--- src/rtl/stopwatch_pkg.sv ---
// Shared types, seven-segment patterns and decode helper for the BCD stopwatch.
package stopwatch_pkg;

  typedef logic [3:0] bcd_t;

  localparam logic [6:0] SEG_BLANK = 7'h7F;

  // gfedcba, 1 = lit; entry 10 is the dash shown for a non-BCD nibble.
  localparam logic [6:0] SEG_PATTERNS [11] = '{
    7'h3F, 7'h06, 7'h5B, 7'h4F, 7'h66, 7'h6D, 7'h7D, 7'h07, 7'h7F, 7'h6F, 7'h40
  };

  function automatic logic [6:0] seg_pattern(input bcd_t d);
    if (d <= 4'd9) begin
      return SEG_PATTERNS[int'(d)];
    end
    return SEG_PATTERNS[10];
  endfunction

endpackage

--- src/rtl/bcd_digit_cell.sv ---
// One decade of the BCD counter: counts 0..9 on inc and ripples a carry to the next decade.
module bcd_digit_cell
  import stopwatch_pkg::*;
(
  input  logic CLK,
  input  logic RST,
  input  logic clr,
  input  logic inc,
  output bcd_t value,
  output logic carry
);

  bcd_t value_q, value_d;

  always_comb begin
    value_d = value_q;
    if (clr) begin
      value_d = '0;
    end else if (inc) begin
      value_d = (value_q == 4'd9) ? 4'd0 : value_q + 4'd1;
    end
  end

  always_ff @(posedge CLK) begin
    if (RST) begin
      value_q <= '0;
    end else begin
      value_q <= value_d;
    end
  end

  assign value = value_q;
  assign carry = inc && (value_q == 4'd9);

endmodule

--- src/rtl/bcd_stopwatch_core.sv ---
// Multi-digit BCD stopwatch with lap freeze and a multiplexed seven-segment scan driver.
// Optional leading-zero blanking is enabled by defining LEADING_ZERO_BLANK_EN.
module bcd_stopwatch_core
  import stopwatch_pkg::*;
#(
  parameter int unsigned DIGITS    = 4,
  parameter int unsigned TICK_DIV  = 1200000,
  parameter int unsigned SCAN_LOG2 = 10,
  parameter int unsigned DP_DIGIT  = 2
) (
  input  logic                  CLK,
  input  logic                  RST,
  input  logic                  btn_clear,
  input  logic                  btn_start,
  input  logic                  btn_stop,
  input  logic                  btn_lap,
  output logic                  running,
  output logic                  lap_active,
  output logic                  wrap,
  output logic [4*DIGITS-1:0]   count_bcd,
  output logic [6:0]            seg,
  output logic                  dp,
  output logic [DIGITS-1:0]     digit_en
);

  localparam int PW = $clog2(TICK_DIV);
  localparam int IW = $clog2(DIGITS);

  logic [PW-1:0]        presc_q, presc_d;
  logic                 running_q, running_d;
  logic                 lap_active_q, lap_active_d;
  logic [4*DIGITS-1:0]  latch_q, latch_d;
  logic                 btn_lap_q;
  logic                 wrap_q;
  logic [SCAN_LOG2-1:0] scan_cnt_q;
  logic [IW-1:0]        idx_q, idx_next;
  logic [6:0]           seg_q, seg_next;
  logic                 dp_q, dp_next;
  logic [DIGITS-1:0]    digit_en_q, digit_en_next;

  logic                 tick;
  logic                 lap_edge;
  logic                 scan_pulse;
  logic [DIGITS:0]      carry;
  bcd_t                 digit_val [DIGITS];
  logic [4*DIGITS-1:0]  src;
  bcd_t                 src_digit;

  assign tick       = (presc_q == PW'(TICK_DIV - 1));
  assign lap_edge   = btn_lap && !btn_lap_q;
  assign scan_pulse = &scan_cnt_q;

  // Stop and clear both suppress a same-cycle tick.
  assign carry[0] = tick && running_q && !btn_clear && !btn_stop;

  for (genvar i = 0; i < int'(DIGITS); i++) begin : g_digit
    bcd_digit_cell u_cell (
      .CLK   (CLK),
      .RST   (RST),
      .clr   (btn_clear),
      .inc   (carry[i]),
      .value (digit_val[i]),
      .carry (carry[i+1])
    );
    assign count_bcd[4*i +: 4] = digit_val[i];
  end

  always_comb begin
    presc_d      = tick ? '0 : presc_q + PW'(1);
    running_d    = running_q;
    lap_active_d = lap_active_q;
    latch_d      = latch_q;
    if (btn_clear) begin
      presc_d      = '0;
      running_d    = 1'b0;
      lap_active_d = 1'b0;
    end else begin
      if (btn_stop) begin
        running_d = 1'b0;
      end else if (btn_start) begin
        running_d = 1'b1;
      end
      if (lap_edge) begin
        lap_active_d = !lap_active_q;
        if (!lap_active_q) begin
          latch_d = count_bcd;
        end
      end
    end
  end

  assign src      = lap_active_q ? latch_q : count_bcd;
  assign idx_next = (idx_q == IW'(DIGITS - 1)) ? '0 : idx_q + IW'(1);
  assign src_digit = src[4*idx_next +: 4];

`ifdef LEADING_ZERO_BLANK_EN
  logic [DIGITS-1:0] lz_blank;
  logic              all_zero;

  // A digit blanks when it and every more-significant digit are zero; digit 0 never blanks.
  always_comb begin
    lz_blank = '0;
    all_zero = 1'b1;
    for (int i = int'(DIGITS) - 1; i >= 1; i--) begin
      all_zero    = all_zero && (src[4*i +: 4] == 4'd0);
      lz_blank[i] = all_zero;
    end
  end
`endif

  always_comb begin
`ifdef LEADING_ZERO_BLANK_EN
    seg_next = lz_blank[idx_next] ? SEG_BLANK : ~seg_pattern(src_digit);
`else
    seg_next = ~seg_pattern(src_digit);
`endif
    digit_en_next = DIGITS'(1) << idx_next;
    dp_next       = (32'(idx_next) == DP_DIGIT) ? 1'b0 : 1'b1;
  end

  always_ff @(posedge CLK) begin
    if (RST) begin
      presc_q      <= '0;
      running_q    <= 1'b0;
      lap_active_q <= 1'b0;
      latch_q      <= '0;
      btn_lap_q    <= 1'b0;
      wrap_q       <= 1'b0;
      scan_cnt_q   <= '0;
      idx_q        <= '0;
      seg_q        <= SEG_BLANK;
      dp_q         <= 1'b1;
      digit_en_q   <= '0;
    end else begin
      presc_q      <= presc_d;
      running_q    <= running_d;
      lap_active_q <= lap_active_d;
      latch_q      <= latch_d;
      btn_lap_q    <= btn_lap;
      wrap_q       <= carry[DIGITS];
      scan_cnt_q   <= scan_cnt_q + SCAN_LOG2'(1);
      if (scan_pulse) begin
        idx_q      <= idx_next;
        seg_q      <= seg_next;
        dp_q       <= dp_next;
        digit_en_q <= digit_en_next;
      end
    end
  end

  assign running    = running_q;
  assign lap_active = lap_active_q;
  assign wrap       = wrap_q;
  assign seg        = seg_q;
  assign dp         = dp_q;
  assign digit_en   = digit_en_q;

endmodule
--- config.mk ---
export PLATFORM = sky130hd
export DESIGN_NAME = bcd_stopwatch_core
export DESIGN_NICKNAME = d
export VERILOG_FILES = /design/src/rtl/stopwatch_pkg.sv /design/src/rtl/bcd_digit_cell.sv /design/src/rtl/bcd_stopwatch_core.sv
export SDC_FILE = /design/constraint.sdc
export NUM_CORES = 1
export LEC_CHECK = 0
export BUFFER_PORTS_ARGS = -buffer_cell sky130_fd_sc_hd__buf_4
export CORE_MARGIN = 1.5
export CORE_UTILIZATION = 29
export DETAILED_ROUTE_END_ITERATION = 8
export GPL_TIMING_DRIVEN = 1
export SYNTH_ARGS = -nofsm -noshare
export SYNTH_HDL_FRONTEND = slang
export SYNTH_HIERARCHICAL = 1
export SYNTH_SLANG_ARGS = --single-unit
--- constraint.sdc ---
create_clock -name CLK -period 4.35 [get_ports CLK]
set_input_delay 1.305 -clock CLK [delete_from_list [all_inputs] [get_ports CLK]]
set_output_delay 1.305 -clock CLK [all_outputs]
set_load 0.05 [all_outputs]
## After elaboration in Yosys (flattened, before gate mapping)

Memory sizes are Yosys's and may differ from the RTL's.
Cells that the tools add are included.

- Input bits: 6
- Word-level logic and storage cells: 66
- ROM bits: 112
- Output and inout port bits: 31
- Memories: 1
- Register bits after elaboration: 81

- Muxes and demuxes: 12
- Bitwise logic cells: 3
- Shift operators: 2
- Reductions and logical operators: 17
- $add $sub $neg: 7
- $lt $le $gt $ge: 2
- Eq/ne operators: 7

Memory list:

| memory | depth | width | read ports | clocked after Yosys merged registers in | wr ports | line | RTL |
|---|---|---|---|---|---|---|---|
| (no name shown) | 16 | 7 | 1 | 0 | 0 | stopwatch_pkg.sv:15 | `return SEG_PATTERNS[int'(d)];` |

Operators by type and width:

| operator | number |
|---|---|
| $ge 32x5->1 const B | 1 |
| $not 4->32 | 1 |
| $mux 7 | 4 |
| $add 21x1->21 const B | 1 |
| $eq 21x21->1 const B | 1 |
| $add 4x1->4 const B | 4 |
| $eq 4x4->1 const B | 4 |
| $mux 16 | 1 |
| $mux 4 | 4 |
| $shiftx 16x5->4 | 1 |
| $add 10x1->10 const B | 1 |
| $reduce_and 10->1 | 1 |
| $logic_and 1x1->1 | 8 |
| $not 7->7 | 1 |
| $reduce_or 3->1 | 2 |
| $eq 2x2->1 const B | 2 |
| $le 4x4->1 const B | 1 |
| $logic_not 1->1 | 4 |
| $shl 1x2->4 const A | 1 |
| $add 2x1->2 const B | 1 |
| $mux 1 | 2 |
| $mux 2 | 1 |
| $reduce_and 2->1 | 1 |
| $reduce_or 2->1 | 1 |
| $not 1->1 | 1 |

## Depth between registers and ports, before layout

Gate-level depths: netlist of the first run.

- Depth in word-level cells: 10
- Depth in mapped cells: 14
- Mapped depth without buffers: 14

## Cells and area by module

Netlist of the first run, hierarchy kept.

By module, submodules not included:

| module | times used | seq. area each (µm²) | cells an instance | area an instance (µm²) |
|---|---|---|---|---|
| bcd_stopwatch_core | 1 | 1301.2 | 325 | 3026.7 |
| bcd_digit_cell | 4 | 80.1 | 20 | 188.9 |

## Worst setup path after synthesis of the first run

No wires, ideal clock.

- Path type: input-to-reg
- Start point: in btn_clear
- End point: reg g_digit[3].u_cell.value_q[1]
- Library setup time: 0.079 ns
- Arrival: 4.126 ns
- Path slack: 0.145 ns
- Stages: 10
- Path through: nor4b_1 nand2_2 nor3b_1 nand2_2 nor3b_1 nand2_2 nor3b_1 nand2_2 or3_1 a211oi_2

- Word-level cells in the longest chain between the ends: 6

Ends and longest elaborated chain:

| element | line | RTL |
|---|---|---|
| start, declared | bcd_stopwatch_core.sv:13 | `input logic btn_clear,` |
| $logic_not 1->1 | bcd_stopwatch_core.sv:54 | `assign carry[0] = tick && running_q && !btn_clear && !btn_stop;` |
| $logic_and 1x1->1 (2 in series) | bcd_stopwatch_core.sv:54 |  |
| $logic_and 1x1->1 | bcd_digit_cell.sv:33 | `assign carry = inc && (value_q == 4'd9);` |
| via carry[1] | bcd_stopwatch_core.sv:44 | `logic [DIGITS:0] carry;` |
| $logic_and 1x1->1 | bcd_digit_cell.sv:33 |  |
| via carry[2] | bcd_stopwatch_core.sv:44 |  |
| $logic_and 1x1->1 | bcd_digit_cell.sv:33 |  |
| via carry[3] | bcd_stopwatch_core.sv:44 |  |
| end signal, assigned | bcd_digit_cell.sv:28 | `value_q <= value_d;` |
| end, declared | bcd_digit_cell.sv:13 | `bcd_t value_q, value_d;` |

The timed path passes the listed nets, and every way through them passes these cells.
A chain may end at the register's enable or synchronous reset.

## Worst setup path after layout of the first run

- Start point: in btn_clear
- End point: reg g_digit[3].u_cell.value_q[1]

- Word-level cells in the longest chain between the ends: 6

Ends and longest elaborated chain:

| element | line |
|---|---|
| $logic_not 1->1 | bcd_stopwatch_core.sv:54 |
| $logic_and 1x1->1 (2 in series) | bcd_stopwatch_core.sv:54 |
| via carry[0] | bcd_stopwatch_core.sv:44 |
| $logic_and 1x1->1 | bcd_digit_cell.sv:33 |
| via carry[1] | bcd_stopwatch_core.sv:44 |
| $logic_and 1x1->1 | bcd_digit_cell.sv:33 |
| via carry[2] | bcd_stopwatch_core.sv:44 |
| $logic_and 1x1->1 | bcd_digit_cell.sv:33 |
| via carry[3] | bcd_stopwatch_core.sv:44 |

The timed path passes the listed nets, and every way through them passes these cells.

==> flow_metrics.py, run 1 <==
metrics = {
    "setup_path": {
        "slowest_stage": "or3_1",
        "critPathMaxFanout": 20,
        "worst_r2r_path_depth": 16,
        "required_ns": 4.61,
        "critPathCaptureType": "flip-flop",
        "r2r_start": "presc_q[3]",
        "crit_path_max_incr_delay_ns": 0.38,
        "cp_cell_sequence": "buf_4 -> nor4b_1 -> buf_4 -> nand2_2 -> nor3b_1 -> nand2_2 -> nor3b_1 -> buf_4 -> nand2_2 -> nor3b_1 -> buf_4 -> nand2_2 -> or3_1 -> a211oi_2",
        "arrival_ns": 3.94,
        "rrSetupSlack_ns": 0.90,
        "r2r-end": "g_digit[3].u_cell/value[1]",
        "path_class": "input port to flip-flop",
        "start_kind": "input port",
    },
    "sta": {
        "fin_crit_sh_pct": 84.5,
        "setup_viol": 0,
        "fmax_mhz": 272,
        "grt_setup_unrepaired": "false",
        "tns_ns": 0,
        "finalHoldViolCount": 0,
        "max_slew_margin_pct": 48.0,
        "skew_ns": 0.00630,
        "finalMaxSlewViolations": 0,
        "tightestPinTransition_ns": 0.779,
        "min_period_ns": 3.68,
        "whs_ns": 0.443,
    },
    "power": {
        "power_frac_comb_pct": 3.7,
        "p_per_area_nw_per_um2": 336,
        "p_leak_nw": 1.60,
        "clock_power_share_pct": 46.1,
        "internal-power_mw": 1.16,
        "switching_share_pct": 23.2,
        "seqPwrFrac_pct": 50.3,
        "irDropWorstVdd_mv": 0.127,
        "switchingPower_mw": 0.350,
    },
    "synthesis": {
        "yosysSeqAreaShare_pct": 42.9,
        "ys_types": 49,
        "ys_seq_elements": 81,
        "synth_nets": 423,
        "yosysWarnings": 6,
        "avgSynthCellArea_sq_um": 9.34,
        "syn_area_sq_um": 3780,
        "synth_cells": 405,
    },
    "clocking": {
        "cts_max_level": 3,
        "cts_made_buffers": 9,
        "cts_hold_buffers": 0,
        "clock_sinks": 81,
        "tritoncts": "built",
        "ctsResizeCount": 0,
        "post_cts_buffers": 0,
        "root_buffer": "clkbuf_16",
        "clk_latency_ns": 0.34,
        "cts_buffer_depth": 2,
        "cts.clk_slew.worst_paths_ns": 0.06,
    },
    "placement": {
        "place_area_sq_um": 4230,
        "gp_congestion": 0.761,
        "portBuffers": 36,
        "dp_hpwl_um": 5500,
    },
    "grt": {
        "grtUsageMet3_pct": 4.43,
        "grt.overflow.total": 0,
        "grt_max_degree": 58,
        "grtUsageTotal_pct": 12.6,
        "grt_pass1_wl_um": 13500,
        "grt_busiest_layer": "met2",
        "use_met1_pct": 15.4,
        "antenna_found_initial": 0,
        "grt_pass1_vias": 2879,
        "gr-usage-met2_pct": 20.7,
    },
    "floorplanning": {
        "coreArea_sq_um": 12700,
        "io_pins": 37,
        "die_w_um": 117,
        "die-area_sq_um": 13700,
        "dieHeight_um": 117,
        "initial_core_util_pct": 29.9,
        "fp-row-count": 41,
    },
    "status": {
        "status": "finished clean",
    },
    "min_path": {
        "worst_hold_path.endpoint": "scan_cnt_q[0]",
        "min_from": "scan_cnt_q[0]",
        "hold_depth": 1,
        "hp-class": "flip-flop to flip-flop",
    },
    "finish": {
        "fill_cells": 1287,
        "areaGrowthSynthToFinish_pct": 19.0,
        "antenna_cells_inserted": 0,
        "mostFrequentLayoutCells": "81 x dfxtp_1, 52 x nor2_1, 42 x buf_4",
        "drive_above_1_share_pct": 17.4,
        "final_common_cell": "dfxtp_1",
        "final_nets": 462,
        "final_area_sq_um": 4500,
    },
    "run": {
        "drv_cap": 0,
    },
    "detailed_routing": {
        "vias_per_cell": 4.77,
        "dr.pass1.iters": 4,
        "drt-total-wl_um": 7920,
        "drt_iter0_markers": 108,
        "via_count": 2961,
        "antenna_left": 0,
        "post_drt_wl_per_cell_um": 12.8,
        "route.detailed.drc": 0,
    },
}
cells by family (layout without fill, tap and decap cells):
group	Yosys count	after routing	synth area share, %
and+or+nand+nor	173	173	23.8
DFF	81	81	42.9
AOI/OAI and AO/OA	59	59	11.3
xor gates and xnor gates	33	33	7.64
muxes	24	24	7.21
buffers and inverters	23	67	3.14
adders and majority gates	12	12	3.97
stage by stage:
| stage | power [mW] | cells | utilization [%] | worst slack, ns |
|---|---|---|---|---|
| finish | 1.51 | 621 | 35.5 | 0.675 |
| detailed placement | 0.832 | 605 | 33.4 | 0.339 |
| floorplan | 0.815 | 405 | - | 0.145 |
| CTS | 1.53 | 621 | 35.5 | 0.659 |
| global route | 1.57 | 621 | 35.5 | 0.369 |
| global placement | 0.830 | 605 | 33.4 | 0.369 |
synth_stat cells (all sizes together):
cell | instances | area share [%]
dfxtp | 81 | 43
nor2 | 52 | 5.2
nand2 | 34 | 3.7
xnor2 | 23 | 5.3
a211oi | 19 | 4.3
mux2i | 19 | 5.0
nand3 | 17 | 2.4
nor3 | 17 | 2.4
nor2b | 14 | 2.3
o21ai | 13 | 1.7
ha | 12 | 4.0
a21oi | 11 | 1.5
xor2 | 10 | 2.3
clkbuf | 9 | 0.89
inv | 9 | 0.89
or3 | 8 | 1.3
nor3b | 7 | 1.5
a221o | 5 | 1.3
a22oi | 5 | 1.1
and3 | 5 | 0.83
buf | 5 | 1.4
and4b | 4 | 1.1
nand4 | 4 | 0.83
and4 | 3 | 0.69
mux2 | 3 | 0.99
nor4b | 3 | 0.69
a31oi | 2 | 0.50
mux4 | 2 | 1.2
nand2b | 2 | 0.33
a211o | 1 | 0.23
and2b | 1 | 0.23
nand3b | 1 | 0.20
nor4 | 1 | 0.17
o21a | 1 | 0.20
o21ba | 1 | 0.26
o311ai | 1 | 0.23
metal layers:
layer | share of wire (%) | vias to the layer above
li1 | - | 1507
met1 | 49 | 1412
met2 | 46 | 30
met3 | 3.8 | 12
met4 | 1.2 | 0
met5 | 0 | -
state kept, by name (all words and copies together) (netlist names):
signal,cells
btn_lap_q,1
digit_en,4
dp,1
g_digit.u_cell/value,16
idx_q,2
lap_active,1
latch_q,16
presc_q,21
running,1
scan_cnt_q,10
seg,7
wrap,1
power by group through the flow:
stage                     combinational [mW]  clock (mW)  sequential, mW
after global placement                0.0544           0           0.776
final                                 0.0553       0.696           0.760
after detailed placement              0.0556           0           0.776
after floorplan                       0.0389           0           0.776
after CTS                             0.0560       0.718           0.760
after global routing                  0.0615       0.749           0.761
worst max-delay path by stage:
stage,startpoint,end,slack [ns]
floorplan,btn_clear,g_digit[3].u_cell/value[1],0.14
global placement,btn_clear,g_digit[3].u_cell/value[1],0.37
detailed placement,btn_clear,g_digit[3].u_cell/value[1],0.34
CTS,btn_clear,g_digit[3].u_cell/value[1],0.66
global route,btn_clear,g_digit[3].u_cell/value[1],0.37
finish,btn_clear,g_digit[3].u_cell/value[1],0.67
layout make-up:
cell class / count / area (sq um) / share of cell area [%]
Clock buffer: 10 / 229 / 5.09
Tap cell: 172 / 215 / 4.78
Inverter: 9 / 33.8 / 0.751
Clock inverter: 6 / 43.8 / 0.973
Timing Repair Buffer: 42 / 315 / 7.01
Multi-Input combinational cell: 301 / 2040 / 45.4
Sequential cell: 81 / 1620 / 36.0
critical path, delay by kind of cell:
family / cells / cell delay [ns]
AND/OR/NAND/NOR: 9 / 1.73
buffers and inverters: 4 / 0.71
AO/OA/AOI/OAI: 1 / 0.19
No activity file was read; power rests on OpenSTA's default activity.
==> run 2: changes to the inputs <==
ABC_AREA = 1   (was not set)
clock period = 3.5 ns   (was 4.35 ns; I/O delays follow)
==> flow_metrics.py, run 2 <==
metrics = {
    "detailed_routing": {
        "drt-total-wl_um": 9080,
        "dr.pass1.iters": 4,
        "route.detailed.drc": 0,
        "antenna_left": 0,
        "post_drt_wl_per_cell_um": 11.4,
        "via_count": 3556,
        "vias_per_cell": 4.46,
        "drt_iter0_markers": 165,
    },
    "floorplanning": {
        "dieHeight_um": 122,
        "die_w_um": 122,
        "coreArea_sq_um": 13900,
        "die-area_sq_um": 15000,
        "fp-row-count": 43,
        "initial_core_util_pct": 29.7,
        "io_pins": 37,
    },
    "finish": {
        "largest_register_ffs": 21,
        "mostFrequentLayoutCells": "148 x nand2_1, 81 x dfxtp_1, 62 x nor2_1",
        "final_common_cell": "nand2_1",
        "postLayoutCoreUtil_pct": 34.8,
        "regMostFlops": "presc_q",
        "drive_above_1_share_pct": 18.9,
        "final_nets": 632,
        "areaGrowthSynthToFinish_pct": 16.9,
        "antenna_cells_inserted": 0,
    },
    "synthesis": {
        "synth-edff-count": 0,
        "synth_top_area_share_pct": 39.3,
        "synth_area_leaders": "dfxtp_1 39%, nand2_1 13%, nor2_1 5.6%",
        "synth_cells": 580,
        "synth.most_common_cell": "nand2_1",
        "syn_area_sq_um": 4130,
        "ys_seq_elements": 81,
        "avgSynthCellArea_sq_um": 7.12,
        "yosysWarnings": 6,
        "ys_types": 35,
        "yosysTopAreaCell": "dfxtp_1",
        "synthArstFlopShare_pct": 0,
        "yosysSeqAreaShare_pct": 39.3,
        "synth_flop_cell": "dfxtp_1",
        "synthTopCellsByCount": "148 x nand2_1, 81 x dfxtp_1, 62 x nor2_1",
        "synth_nets": 598,
    },
    "sta": {
        "fin_crit_sh_pct": 81.8,
        "max_slew_margin_pct": 54.9,
        "finalMaxSlewViolations": 0,
        "tightestPinTransition_ns": 0.675,
        "min_period_ns": 2.86,
        "grt_setup_unrepaired": "false",
        "skew_ns": 0.00473,
        "setup_viol": 0,
        "finalHoldViolCount": 0,
        "tns_ns": 0,
        "fmax_mhz": 349,
    },
    "run": {
        "drv_cap": 0,
    },
    "clocking": {
        "tritoncts": "built",
        "clk_latency_ns": 0.34,
        "cts_hold_buffers": 0,
        "ctsResizeCount": 0,
        "cts_made_buffers": 9,
        "cts.clk_slew.worst_paths_ns": 0.06,
        "post_cts_buffers": 0,
        "cts_buffer_depth": 2,
        "cts_max_level": 3,
        "root_buffer": "clkbuf_16",
        "clock_sinks": 81,
    },
    "setup_path": {
        "start_kind": "flip-flop",
        "crit_path_start": "presc_q[0]",
        "required_ns": 3.74,
        "r2r-end": "g_digit[3].u_cell/value[1]",
        "worst_r2r_path_depth": 22,
        "r2r_start": "presc_q[0]",
        "rrSetupSlack_ns": 0.64,
        "crit_end": "g_digit[3].u_cell/value[1]",
        "arrival_ns": 3.10,
        "critPathCaptureType": "flip-flop",
        "critPathMaxFanout": 3,
        "path_class": "flip-flop to flip-flop",
    },
    "grt": {
        "grt_pass1_vias": 3432,
        "grt_max_degree": 36,
        "grtUsageTotal_pct": 13.5,
        "grt_pass1_wl_um": 15800,
        "antenna_found_initial": 0,
        "grt.overflow.total": 0,
    },
    "status": {
        "status": "finished clean",
    },
    "power": {
        "irDropWorstVdd_mv": 0.194,
        "p_leak_nw": 1.92,
        "p_per_area_nw_per_um2": 385,
    },
    "placement": {
        "dp_hpwl_um": 6550,
        "gp_congestion": 0.797,
        "portBuffers": 36,
    },
    "min_path": {
        "min_from": "presc_q[0]",
        "hp-class": "flip-flop to flip-flop",
    },
}
[run 2: cell types whose count changed after synthesis, moves of 14 or more]
cell      change
a211oi_1     -15
a21oi_1      +33
inv_1        +43
mux2i_1      -19
nand2_1     +119
nand3_1      +23
nor2b_1      -14
xnor2_1      -19
[run 2: cells by family after synthesis]
group,Yosys count,share of synthesized area (%)
DFF,81,39.3
xor gates and xnor gates,12,2.55
AOI/OAI and AO/OA,72,9.28
and+or+nand+nor,322,37.3
adders and majority gates,12,3.64
buffers and inverters,81,7.94
[run 2: per-layer routing]
metal	up-vias	GRT usage (%)	part of all wire, %
met5	-	0	0
met4	0	6.03	1.5
met2	36	22.1	47
met1	1592	16.2	48
li1	1920	-	-
met3	8	4.28	3.8
[run 2: final cells by class]
cell class	instances	area [sq um]
clock inverters	3	17.5
clock buffers	12	246
inverters	65	244
repair buffers	39	293
multi-input cells	418	2180
flip-flops and latches	81	1620
well taps	180	225
fillers	1497	9050
[run 2: power breakdown]
part	leakage (nW)	switching [mW]	total, mW	internal, mW
logic	1.14	0.0497	0.0689	0.0192
clock network	0.128	0.361	0.854	0.493
registers	0.654	0.00382	0.934	0.930
total	1.92	0.414	1.86	1.44
[run 2: how the worst min path moves through the flow]
stage	end	slack, ns	cells past startpoint
floorplan	scan_cnt_q[0]	0.42	1
global placement	presc_q[0]	0.43	1
detailed placement	presc_q[0]	0.44	1
CTS	presc_q[0]	0.45	1
global route	scan_cnt_q[0]	0.48	1
finish	presc_q[0]	0.44	1
[run 2: critical path: stages, from the launching register on]
cell,delay [ns]
dfxtp_1,0.35
ha_1,0.17
nand2_1,0.11
nor3_2,0.27
nand4_1,0.21
nor3_1,0.33
nand2_2,0.11
inv_2,0.10
nand2_2,0.06
inv_1,0.09
nand2_2,0.07
inv_2,0.08
nand2_2,0.06
inv_1,0.09
nand2_2,0.07
inv_2,0.08
nand2_2,0.06
inv_1,0.10
nand2_2,0.07
nor2_2,0.10
inv_1,0.07
nand2_1,0.06
nor2_1,0.04
[run 2: through the flow]
step	cells	worst slack [ns]	instance area [sq um]	power (mW)	hold WS, ns
2_1_floorplan	580	0.364	4130	1.00	0.418
3_3_place_gp	783	0.489	4560	1.02	0.431
3_5_place_dp	783	0.420	4560	1.02	0.439
4_1_cts	798	0.617	4830	1.89	0.453
5_1_grt	798	0.258	4830	1.94	0.482
6_report	798	0.638	4830	1.86	0.443
